==> config.mk <==
export PLATFORM = sky130hd
export DESIGN_NAME = bram_line_writer
export DESIGN_NICKNAME = d
export VERILOG_FILES = /design/src/rtl/bram_line_writer.sv
export SDC_FILE = /design/constraint.sdc
export NUM_CORES = 1
export LEC_CHECK = 0
export ABC_AREA = 0
export CORE_MARGIN = 2
export CORE_UTILIZATION = 57
export CTS_BUF_LIST = sky130_fd_sc_hd__clkbuf_4
export DETAILED_ROUTE_END_ITERATION = 16
export PLACE_DENSITY = 0.95
export SETUP_SLACK_MARGIN = 0.15
export SYNTH_ARGS = -nofsm -noshare
export SYNTH_HDL_FRONTEND = slang
export SYNTH_SLANG_ARGS = --single-unit
==> constraint.sdc <==
create_clock -name clk -period 14.7 [get_ports clk]
set_clock_uncertainty 0.1 [all_clocks]
set_input_delay 4.41 -clock clk [delete_from_list [all_inputs] [get_ports clk]]
set_output_delay 4.41 -clock clk [all_outputs]
set_load 0.01 [all_outputs]
==> src/rtl/bram_line_writer.sv <==
// rtl/bram_line_writer.sv - packs a 16-bit pixel stream into 64-bit words and writes ping-pong line banks
//
// Purpose:
//   Takes 16-bit camera pixels, packs four per 64-bit word, and writes each line
//   into one of two 2^(ADDR_W-1)-word banks through RAM port 1. A finished bank
//   is announced with line_ready/line_bank and stays occupied until the consumer
//   returns it with rd_release/rd_bank. Lines that target an occupied bank are
//   dropped and flagged.
//
// Ports:
//   clk, reset           single clock, asynchronous active-high reset
//   enable               capture enable, sampled at each start of line
//   pix_valid, pix_sol   pixel qualifier and start-of-line marker
//   pix_data             16-bit RGB565 pixel
//   mem_address          RAM port-1 word address
//   mem_writedata        packed word, pixel k in bits [16k+15:16k]
//   mem_byteenable       8'hFF during a write, else 8'h00
//   mem_chipselect       follows mem_write
//   mem_write            one-cycle write strobe
//   line_ready           one-cycle pulse, line complete in bank line_bank
//   line_bank            bank of the most recently completed line
//   rd_release, rd_bank  consumer hands bank rd_bank back
//   bank_full            per-bank occupied flags
//   overflow             sticky, a line was dropped
//   short_line           sticky, a line was cut short by an early start of line
//   clear_flags          clears overflow and short_line

module bram_line_writer #(
   parameter int ADDR_W     = 10,
   parameter int LINE_WORDS = 160
) (
   input  logic              clk,
   input  logic              reset,
   input  logic              enable,
   input  logic              pix_valid,
   input  logic              pix_sol,
   input  logic [15:0]       pix_data,
   output logic [ADDR_W-1:0] mem_address,
   output logic [63:0]       mem_writedata,
   output logic [7:0]        mem_byteenable,
   output logic              mem_chipselect,
   output logic              mem_write,
   output logic              line_ready,
   output logic              line_bank,
   input  logic              rd_release,
   input  logic              rd_bank,
   output logic [1:0]        bank_full,
   output logic              overflow,
   output logic              short_line,
   input  logic              clear_flags
);

   localparam int BANK_W = ADDR_W - 1;
   localparam int WCW    = (LINE_WORDS > 1) ? $clog2(LINE_WORDS) : 1;
   localparam logic [WCW-1:0] LAST_WORD = WCW'(LINE_WORDS - 1);

   typedef enum logic [1:0] {
      IDLE = 2'd0,
      FILL = 2'd1,
      DROP = 2'd2
   } state_t;

   state_t          state;
   state_t          state_nxt;
   logic            wr_bank;
   logic [WCW-1:0]  word_cnt;
   logic [1:0]      pix_cnt;
   logic [47:0]     pack;        // lanes 0..2; lane 3 comes straight from pix_data
   logic            done_pend;   // last word written this cycle, announce next cycle
   logic            done_bank;

   logic            sol;
   logic            target_full;
   logic            start_fill;
   logic            start_drop;
   logic            abort;
   logic            accept;
   logic            word_end;
   logic            line_end;
   logic [1:0]      rel_mask;
   logic [1:0]      set_mask;

   always_ff @(posedge clk or posedge reset) begin
      if (reset) begin
         state <= IDLE;
      end else begin
         state <= state_nxt;
      end
   end

   // A start of line is evaluated identically in every state; in FILL it also
   // abandons the partial line. A same-cycle release counts as freeing the bank.
   always_comb begin
      state_nxt   = state;
      start_fill  = 1'b0;
      start_drop  = 1'b0;
      abort       = 1'b0;
      accept      = 1'b0;
      word_end    = 1'b0;
      line_end    = 1'b0;
      sol         = pix_valid & pix_sol;
      target_full = bank_full[wr_bank] & ~(rd_release & (rd_bank == wr_bank));
      if (sol) begin
         abort = (state == FILL);
         if (!enable) begin
            state_nxt = IDLE;
         end else if (target_full) begin
            state_nxt  = DROP;
            start_drop = 1'b1;
         end else begin
            state_nxt  = FILL;
            start_fill = 1'b1;
         end
      end else if ((state == FILL) && pix_valid) begin
         accept = 1'b1;
         if (pix_cnt == 2'd3) begin
            word_end = 1'b1;
            if (word_cnt == LAST_WORD) begin
               line_end  = 1'b1;
               state_nxt = IDLE;
            end
         end
      end
   end

   always_comb begin
      rel_mask = 2'b00;
      set_mask = 2'b00;
      if (rd_release) begin
         rel_mask = rd_bank ? 2'b10 : 2'b01;
      end
      if (done_pend) begin
         set_mask = done_bank ? 2'b10 : 2'b01;
      end
   end

   always_ff @(posedge clk or posedge reset) begin
      if (reset) begin
         mem_address    <= '0;
         mem_writedata  <= '0;
         mem_byteenable <= 8'h00;
         mem_chipselect <= 1'b0;
         mem_write      <= 1'b0;
         line_ready     <= 1'b0;
         line_bank      <= 1'b0;
         bank_full      <= 2'b00;
         overflow       <= 1'b0;
         short_line     <= 1'b0;
         wr_bank        <= 1'b0;
         word_cnt       <= '0;
         pix_cnt        <= 2'd0;
         pack           <= '0;
         done_pend      <= 1'b0;
         done_bank      <= 1'b0;
      end else begin
         mem_write      <= word_end;
         mem_chipselect <= word_end;
         mem_byteenable <= word_end ? 8'hFF : 8'h00;
         if (word_end) begin
            mem_address   <= {wr_bank, BANK_W'(word_cnt)};
            mem_writedata <= {pix_data, pack};
         end

         if (start_fill) begin
            pack[15:0] <= pix_data;
            pix_cnt    <= 2'd1;
            word_cnt   <= '0;
         end else if (accept) begin
            case (pix_cnt)
               2'd0:    pack[15:0]  <= pix_data;
               2'd1:    pack[31:16] <= pix_data;
               2'd2:    pack[47:32] <= pix_data;
               default: ;
            endcase
            pix_cnt <= pix_cnt + 2'd1;
            if (word_end) begin
               word_cnt <= line_end ? '0 : word_cnt + WCW'(1);
            end
         end

         // wr_bank flips as soon as the last word is accepted so a start of
         // line in the very next cycle already targets the other bank.
         done_pend <= line_end;
         if (line_end) begin
            done_bank <= wr_bank;
            wr_bank   <= ~wr_bank;
         end

         line_ready <= done_pend;
         if (done_pend) begin
            line_bank <= done_bank;
         end
         bank_full <= (bank_full & ~rel_mask) | set_mask;

         overflow   <= start_drop | (overflow & ~clear_flags);
         short_line <= abort | (short_line & ~clear_flags);
      end
   end

endmodule

==> Yosys cells after proc, flatten, opt, wreduce, memory -nomap -nowiden <==
Index checks and enable logic that the tools add are counted.
Widths: inputs -> output; s select.
{ "classes": {"add_sub_neg": 2, "n_lt_le_gt_ge": 1, "eq_ne": 6, "muxes": 38, "bitwise_logic": 14, "reduce_logical": 13} }
{ "op_table": {"columns": ["cell", "n"], "rows": [
  ["$mux 16", 3],
  ["$mux 8", 5],
  ["$mux 2", 12],
  ["$mux 1", 18],
  ["$reduce_bool 2->1", 6],
  ["$reduce_and 3->1", 3],
  ["$add 8x1->8 const B", 1],
  ["$eq 8x8->1 const B", 1],
  ["$and 1x1->1", 5],
  ["$eq 2x1->1 const B", 2],
  ["$eq 2x2->1 const B", 2],
  ["$not 1->1", 4],
  ["$reduce_and 2->1", 2],
  ["$add 2x1->2 const B", 1],
  ["$and 2x2->2", 1],
  ["$logic_not 2->1", 1],
  ["$lt 1x2->1 const B", 1],
  ["$not 2->2", 1],
  ["$or 1x1->1", 2],
  ["$or 2x2->2", 1],
  ["$eq 1x1->1", 1],
  ["$logic_and 1x1->1", 1]
]} }
{ "totals": {"regBits": 151, "inputBits": 24, "out_inout_bits": 90, "wordCells": 92} }

==> Longest topological paths before layout <==
Gate-level depths: netlist (run 1).
{ "depth": {"depth_word": 9, "ltp_mapped": 8, "ltp_nobuf": 5} }

==> Least setup slack after synthesis (run 1) <==
No wires, ideal clock.
{ "synth_timing": {"path_type": "input-to-reg", "from": "in rd_bank", "to": "reg pack[0]", "setup_time_ps": 125, "t_arrival_ps": 5493, "required_time_ps": 14475, "slack_ps": 8982, "stages": 5, "path_buffers": 1, "path_cell_list": "and2b_1 -> o22ai_4 -> o21ai_4 -> buf_6 -> mux2_4"} }
{ "synth_via": {"elab_chain_len": 9, "elab_cells_between_ends": 11, "cone_classes": "eq/ne: 1; mux: 4; bitwise: 3; reduce/logical: 3"} }
{ "synth_lines": {"columns": ["element", "line", "source"], "rows": [
  ["start: declaration", "46", "input logic rd_bank,"],
  ["$eq 1x1->1 *", "102", "target_full = bank_full[wr_bank] & ~(rd_release & (rd_bank == wr_bank));"],
  ["$and 1x1->1 *", "102", null],
  ["$not 1->1 *", "102", null],
  ["$and 1x1->1 *", "102", null],
  ["$mux 1 *", "107", "end else if (target_full) begin"],
  ["$mux 1 *", "105", "if (!enable) begin"],
  ["$mux 1 *", "103", "if (sol) begin"],
  ["$reduce_bool 2->1 (no source line)", null, null],
  ["$reduce_and 2->1 (no source line)", null, null],
  ["end signal: assignment", "165", "pack[15:0] <= pix_data;"],
  ["end signal: assignment", "170", "2'd0: pack[15:0] <= pix_data;"],
  ["end: declaration", "68", "logic [47:0] pack;"]
]} }
Mark *: on every way between the ends. The rest lies on a longest branch, timed or not.
A chain may end at the register's enable or synchronous reset.

==> Worst setup path after layout (run 1) <==
{ "layout_timing": {"from": "in pix_sol", "to": "reg mem_address[4]"} }
{ "layout_via": {"elab_chain_len": 2} }
{ "layout_lines": {"columns": ["element", "line", "source"], "rows": [
  ["start: declaration", "36", "input logic pix_sol,"],
  ["$and 1x1->1", "101", "sol = pix_valid & pix_sol;"],
  ["$mux 1", "103", null],
  ["end signal: assignment", "160", "mem_address <= {wr_bank, BANK_W'(word_cnt)};"],
  ["end: declaration", "38", "output logic [ADDR_W-1:0] mem_address,"]
]} }
No other way between the ends.

==> metrics, run 1 <==
status finished, final reports clean; first drt pass iteration count 4; Placeable Area about 9800 µm²; Syn Inst Count around 510; DIE HEIGHT about 100 µm; worst path required time approximately 15 ns; Site Rows 36; max-slew violations 0; P&R area growth vs syn 24.6%; final worst path period need 7.29 ns; Setup crit start kind primary input; syn_area_per_cell roughly 11 µm²; YS warnings 0; TNS Setup 0 ns; drt via density 5.31; DRT iter0 DRCs roughly 200; grt total ovfl 0; Seq/Total Area, Yosys 0.621; R2R Setup Slk between 10 and 15 ns; post-CTS setup buffer count 0; largest net degree at the start of global routing 80; Starting Density 0.590; Post-synth EDFFs 0; n_diodes 0; reg2reg path depth 4; clk slew on worst S/H paths 0.11 ns; Worst R2R Start state[1]; ANT nets after route 0; relative slew slack 0.144; ys flop type dfrtp_1; P_leak between 0.003 and 0.004 µW; Post-Route WL 13100 µm; dpl hpwl 8570 µm; Hold Crit Depth 0; WHS Endpoint line_ready; worst hold path type reg -> reg; slew of the pin with the lowest slew margin between 1 and 1.5 ns; wire per inst 17.3 µm; worst vdd ir between 70 and 80 µV; hold wc startpoint done_pend; Mapped Area roughly 5800 µm²; synth top area cells dfrtp_1 62%, nand2_1 13%, mux2_2 8.6%, mux2_4 2.6%, buf_4 2.3%; initial antenna violation count 0; DRC 0; Boundary Pins 114; I/O Buffers around 110; total chip power about 1100 µW; share of cells above drive strength 1 0.155; placer congestion estimate a little over 0.8; commonest non-fill, non-tap cell in the layout nand2_1; # setup viols final 0; Critical Path AT approximately 7.6 ns; Nets roughly 640; CTS tree built; most frequent cells in the layout 203 x nand2_1, 143 x dfrtp_1, 112 x clkdlybuf4s50_1; critical path endpoint category register; worst-case clock buffer depth 2; die width 105 µm; global-route wire length before repair ~21000 µm; Yosys reg bits 143; CP Class in -> reg; Final Cycle Share 0.496; Vias between 4000 and 5000; Clock Latency Late Sink between 0.5 and 0.6 ns; Max Fclk about 140 MHz; Clock Root Buffer clkbuf_4; cts bufs inserted 17; # resized after CTS 0; H-Tree Depth 4; PD cells between 150 and 200 nW/µm²; global-route usage over all layers 0.251; top-area cell type share of the netlist area 0.621; FF-to-FF End mem_address[4]; FFs w/ async S/R, synth 1.00; number of global-route vias before repair 4168; Post-CTS Hold Buffers 0; RSZ-0062 raised after global routing false; Post-Syn Nets 534; Die Area 10900 µm²; library cells used by synthesis 45; Synth area leader dfrtp_1; CTS Sinks 143; final hold viol count 0; Max Cap Viol 0; Worst Path Max Fanout 76
## where the power goes
group          switching, µW  leakage (µW)  total (µW)  internal (µW)
Combinational            125       0.00152         294            169
Sequential              68.6       0.00189         568            500
Clock                    135      0.000165         271            136
## final cells by class
cell class / instances / area [µm²]
Sequential cell: 143 / 3580
Fill cell: 611 / 2600
Multi-Input combinational cell: 322 / 1950
Timing Repair Buffer: 113 / 1130
Clock inverter: 13 / 170
Tap cell: 133 / 166
Clock buffer: 19 / 143
Inverter: 11 / 46.3
## worst max-delay path, cell delays in order
cell and delay (ns):
clkdlybuf4s50_1 0.48, and4bb_1 0.60, nand2_4 0.51, inv_2 1.14, mux2_2 0.43
## stage by stage
step | hold slack [ns] | utilization | instance area [µm²] | setup WS, ns | instances
floorplan | 0.289 | - | 5760 | 6.35 | 505
global placement | 0.300 | 0.702 | 6870 | 7.01 | 722
detailed placement | 0.305 | 0.702 | 6870 | 6.89 | 722
CTS | 0.318 | 0.734 | 7180 | 7.45 | 754
global route | 0.332 | 0.734 | 7180 | 7.25 | 754
finish | 0.317 | 0.734 | 7180 | 7.41 | 754
## routing by layer
layer  track usage  share of wire
met2         0.395           0.50
met1         0.331           0.42
met5             0              0
met4         0.108          0.026
met3        0.0674          0.046
## sequential cells by signal, summed over array words and instances, names as in the netlist
register	flops
bank_full	2
done_bank	1
done_pend	1
line_bank	1
line_ready	1
mem_address	9
mem_byteenable	1
mem_writedata	64
overflow	1
pack	48
pix_cnt	2
short_line	1
state	2
word_cnt	8
wr_bank	1
## how the worst max path moves through the flow
stage,start,to,slack [ns]
final,pix_sol,mem_address[4],7.41
after global routing,pix_sol,mem_address[7],7.25
after CTS,pix_sol,mem_address[4],7.45
after detailed placement,pix_sol,mem_address[4],6.89
after global placement,pix_sol,mem_address[5],7.01
after floorplan,reset,bank_full[0],6.35
## synthesized netlist by cell type, types with 3 or more instances
cell      count
nand2_1     203
dfrtp_1     143
mux2_2       44
buf_4        18
inv_1        10
mux2_4       10
o21ai_0       6
a22o_1        5
buf_2         5
ha_1          5
clkbuf_1      4
nand3_1       4
xnor2_1       4
and3_1        3
nand2_4       3
## logic make-up (layout without fill, tap and decap cells)
family	Yosys count	count (layout)	synth area share
AO/OA/AOI/OAI	26	26	0.0382
XOR/XNOR	4	4	0.00608
adder cells (fa/ha/maj)	5	5	0.0109
buffers and inverters	40	156	0.0415
flip-flops	143	143	0.621
multiplexers	57	57	0.118
other	1	1	0.000651
AND/OR/NAND/NOR	229	229	0.164
No activity file was read; power rests on OpenSTA's default activity.
==> run 2: changes to the inputs <==
--- a/config.mk
+++ b/config.mk
@@ -7,10 +7,10 @@
 export LEC_CHECK = 0
 export ABC_AREA = 0
 export CORE_MARGIN = 2
-export CORE_UTILIZATION = 57
+export CORE_UTILIZATION = 53
 export CTS_BUF_LIST = sky130_fd_sc_hd__clkbuf_4
 export DETAILED_ROUTE_END_ITERATION = 16
-export PLACE_DENSITY = 0.95
+export PLACE_DENSITY = 0.91
 export SETUP_SLACK_MARGIN = 0.15
 export SYNTH_ARGS = -nofsm -noshare
 export SYNTH_HDL_FRONTEND = slang
==> constraint.sdc (replaced) <==
create_clock -name clk -period 7.4 [get_ports clk]
set_clock_uncertainty 0.1 [all_clocks]
set_input_delay 2.22 -clock clk [delete_from_list [all_inputs] [get_ports clk]]
set_output_delay 2.22 -clock clk [all_outputs]
set_load 0.01 [all_outputs]
==> run 2 against run 1 <==
Non-clock buffer count grew 1; clock power grew 86%; die area grew 7.3%; count of clock-buffer cells in the layout is 1 higher; critical path type unchanged; largest cell class unchanged; largest power group unchanged; highest routed layer unchanged.
==> metrics, run 2 (synthesized netlist as in run 1, its figures left out) <==
status finished, final reports clean; relative slew slack 0.456 (+0.312); internal power 1570 µW (+95%); drt via density 5.31 (about the same); critical path endpoint category register; Final Util 0.668 (-0.0664); P&R area growth vs syn 24.6% (unchanged); CP Class in -> reg; Post-Route WL 12500 µm (-4.5%); Worst path slowest cell and4bb_1; Boundary Pins 114 (unchanged); Worst Path Max Fanout 72 (-5.3%); reg2reg path depth 6 (+2); Critical Path AT 5.14 ns (-2.46 ns); Placeable Area 10700 µm² (+9.9%); Psw 641 µW (+95%); Filler cells 762 (+25%); worst-case clock buffer depth 2 (unchanged); TNS Setup 0 ns (unchanged); total chip power 2210 µW (+95%); I/O Buffers 112 (unchanged); DIE HEIGHT 108 µm (+3.6%); Critical Path End mem_writedata[46]; CTS tree built; Clock Root Buffer clkbuf_4; share of cells above drive strength 1 0.156 (+0.00136); switching share of power 0.290 (about the same); P_leak 0.00357 µW (-0.11%); ANT nets after route 0 (unchanged); initial antenna violation count 0 (unchanged); # setup viols final 0 (unchanged); largest stage delay on the critical path 0.60 ns (-0.54 ns); DRC 0 (unchanged); Biggest register mem_writedata; Final Cycle Share 0.646; global-route wire length before repair 20200 µm (-4.9%); final worst path period need around 4.8 ns; clk slew on worst S/H paths 0.10 ns (about the same); Starting Density 0.536 (-0.0533); wire per inst 16.4 µm (-5.6%); Post-CTS Hold Buffers 0 (unchanged); Comb power frac 0.262 (+0.003); non-filler cells, final 763 (+1.2%); Largest regs mem_writedata: 64 flops, pack: 48 flops, mem_address: 9 flops; most frequent CP cell nand2_1; Vias 4050 (+1.1%); cts bufs inserted 17 (unchanged); max-slew violations 0 (unchanged); commonest non-fill, non-tap cell in the layout nand2_1; Clock Latency Late Sink 0.53 ns (about the same); slew of the pin with the lowest slew margin 0.816 ns (-0.466 ns); WP buf/inv 3 (+1); final hold viol count 0 (unchanged); worst vdd ir 155 µV (+110%); Site Rows 38 (+5.6%); Nets 638 (+0.16%); dpl hpwl 8540 µm (-0.36%); worst path required time 7.76 ns (-7.25 ns); first drt pass iteration count 4 (unchanged); post-placement cell count 730 (+1.1%); grt total ovfl 0 (unchanged); Setup crit start kind primary input; CTS Sinks 143 (unchanged); global-route usage over all layers 0.226 (-0.0251); post-CTS setup buffer count 0 (unchanged); PD cells 308 nW/µm² (+95%); worst hold path type reg -> reg; clock network power share 0.228 (-0.011); DRT iter0 DRCs 262 (+32%); H-Tree Depth 4 (unchanged); Die Area 11700 µm² (+7.3%); number of global-route vias before repair 4031 (-3.3%); critical path depth in cells 7 (+2); Hold WS 0.342 ns (+0.0254 ns); register share of total power 0.510 (+0.008); R2R Setup Slk 4.42 ns (-6.97 ns); Crit. Startpoint pix_sol; Worst R2R Start state[1]; Crit path max-delay family buffers and inverters; placer congestion estimate 0.834 (+2.7%); most frequent cells in the layout 203 x nand2_1, 143 x dfrtp_1, 112 x clkdlybuf4s50_1; largest net degree at the start of global routing 76 (-5.0%); die width 108 µm (+3.6%); # resized after CTS 0 (unchanged); Max Cap Viol 0 (unchanged); max reg flops 64 (unchanged); FF-to-FF End mem_writedata[46]; Max Fclk between 200 and 250 MHz; RSZ-0062 raised after global routing false; crit-path cells clkdlybuf4s50_1 -> and4bb_1 -> nand2_4 -> inv_2 -> buf_4 -> nand2_1 -> nand2_1
run 2: cell count changes in the layout (fill, tap and decap cells not counted), sizes merged:
| cell | change |
|---|---|
| clkbuf | +1 |
| buf | +1 |
| diode | +1 |
| bufinv | -1 |
run 2: per-stage QoR:
| stage | cell area, µm² | worst slack [ns] |
|---|---|---|
| global route | 7180 | 2.44 |
| floorplan | 5760 | 1.24 |
| global placement | 6880 | 2.30 |
| detailed placement | 6880 | 2.10 |
| finish | 7180 | 2.62 |
| CTS | 7180 | 2.65 |
run 2: worst min-delay path by stage:
stage	slack [ns]	end	depth (start not counted)	startpoint
2_1_floorplan	0.29	line_ready	0	done_pend
3_5_place_dp	0.32	line_ready	0	done_pend
4_1_cts	0.34	line_ready	0	done_pend
6_report	0.34	line_ready	0	done_pend
5_1_grt	0.35	line_ready	0	done_pend
3_3_place_gp	0.30	line_ready	0	done_pend
run 2: metal layers:
metal / track usage / up-vias / wire (µm)
met4: 0.101 / 0 / 323
li1: - / 1841 / -
met3: 0.0621 / 34 / 730
met5: 0 / - / 0
met2: 0.351 / 136 / 6240
met1: 0.299 / 2039 / 5190
run 2: layout make-up:
| cell class | instances | area [µm²] | area share |
|---|---|---|---|
| diodes | 1 | 2.50 | 0.000349 |
| clock buffers | 20 | 150 | 0.0209 |
| clock inverters | 12 | 144 | 0.0200 |
| inverters | 11 | 46.3 | 0.00645 |
| multi-input cells | 322 | 1950 | 0.271 |
| flip-flops and latches | 143 | 3580 | 0.499 |
| well taps | 140 | 175 | 0.0244 |
| repair buffers | 114 | 1140 | 0.158 |
run 2: worst register-to-register path: cells and delay by family, from the launching register on:
family	cells	cell delay, ns
buffers and inverters	2	1.01
AND/OR/NAND/NOR	4	1.39
flip-flops	1	0.43
run 2: power groups by stage:
stage                     registers, µW  logic (µW)  clock network (µW)
final                              1130         580                 505
after CTS                          1120         588                 512
after global routing               1150         635                 550
after global placement             1130         556                   0
after floorplan                    1160         242                   0
after detailed placement           1140         586                   0
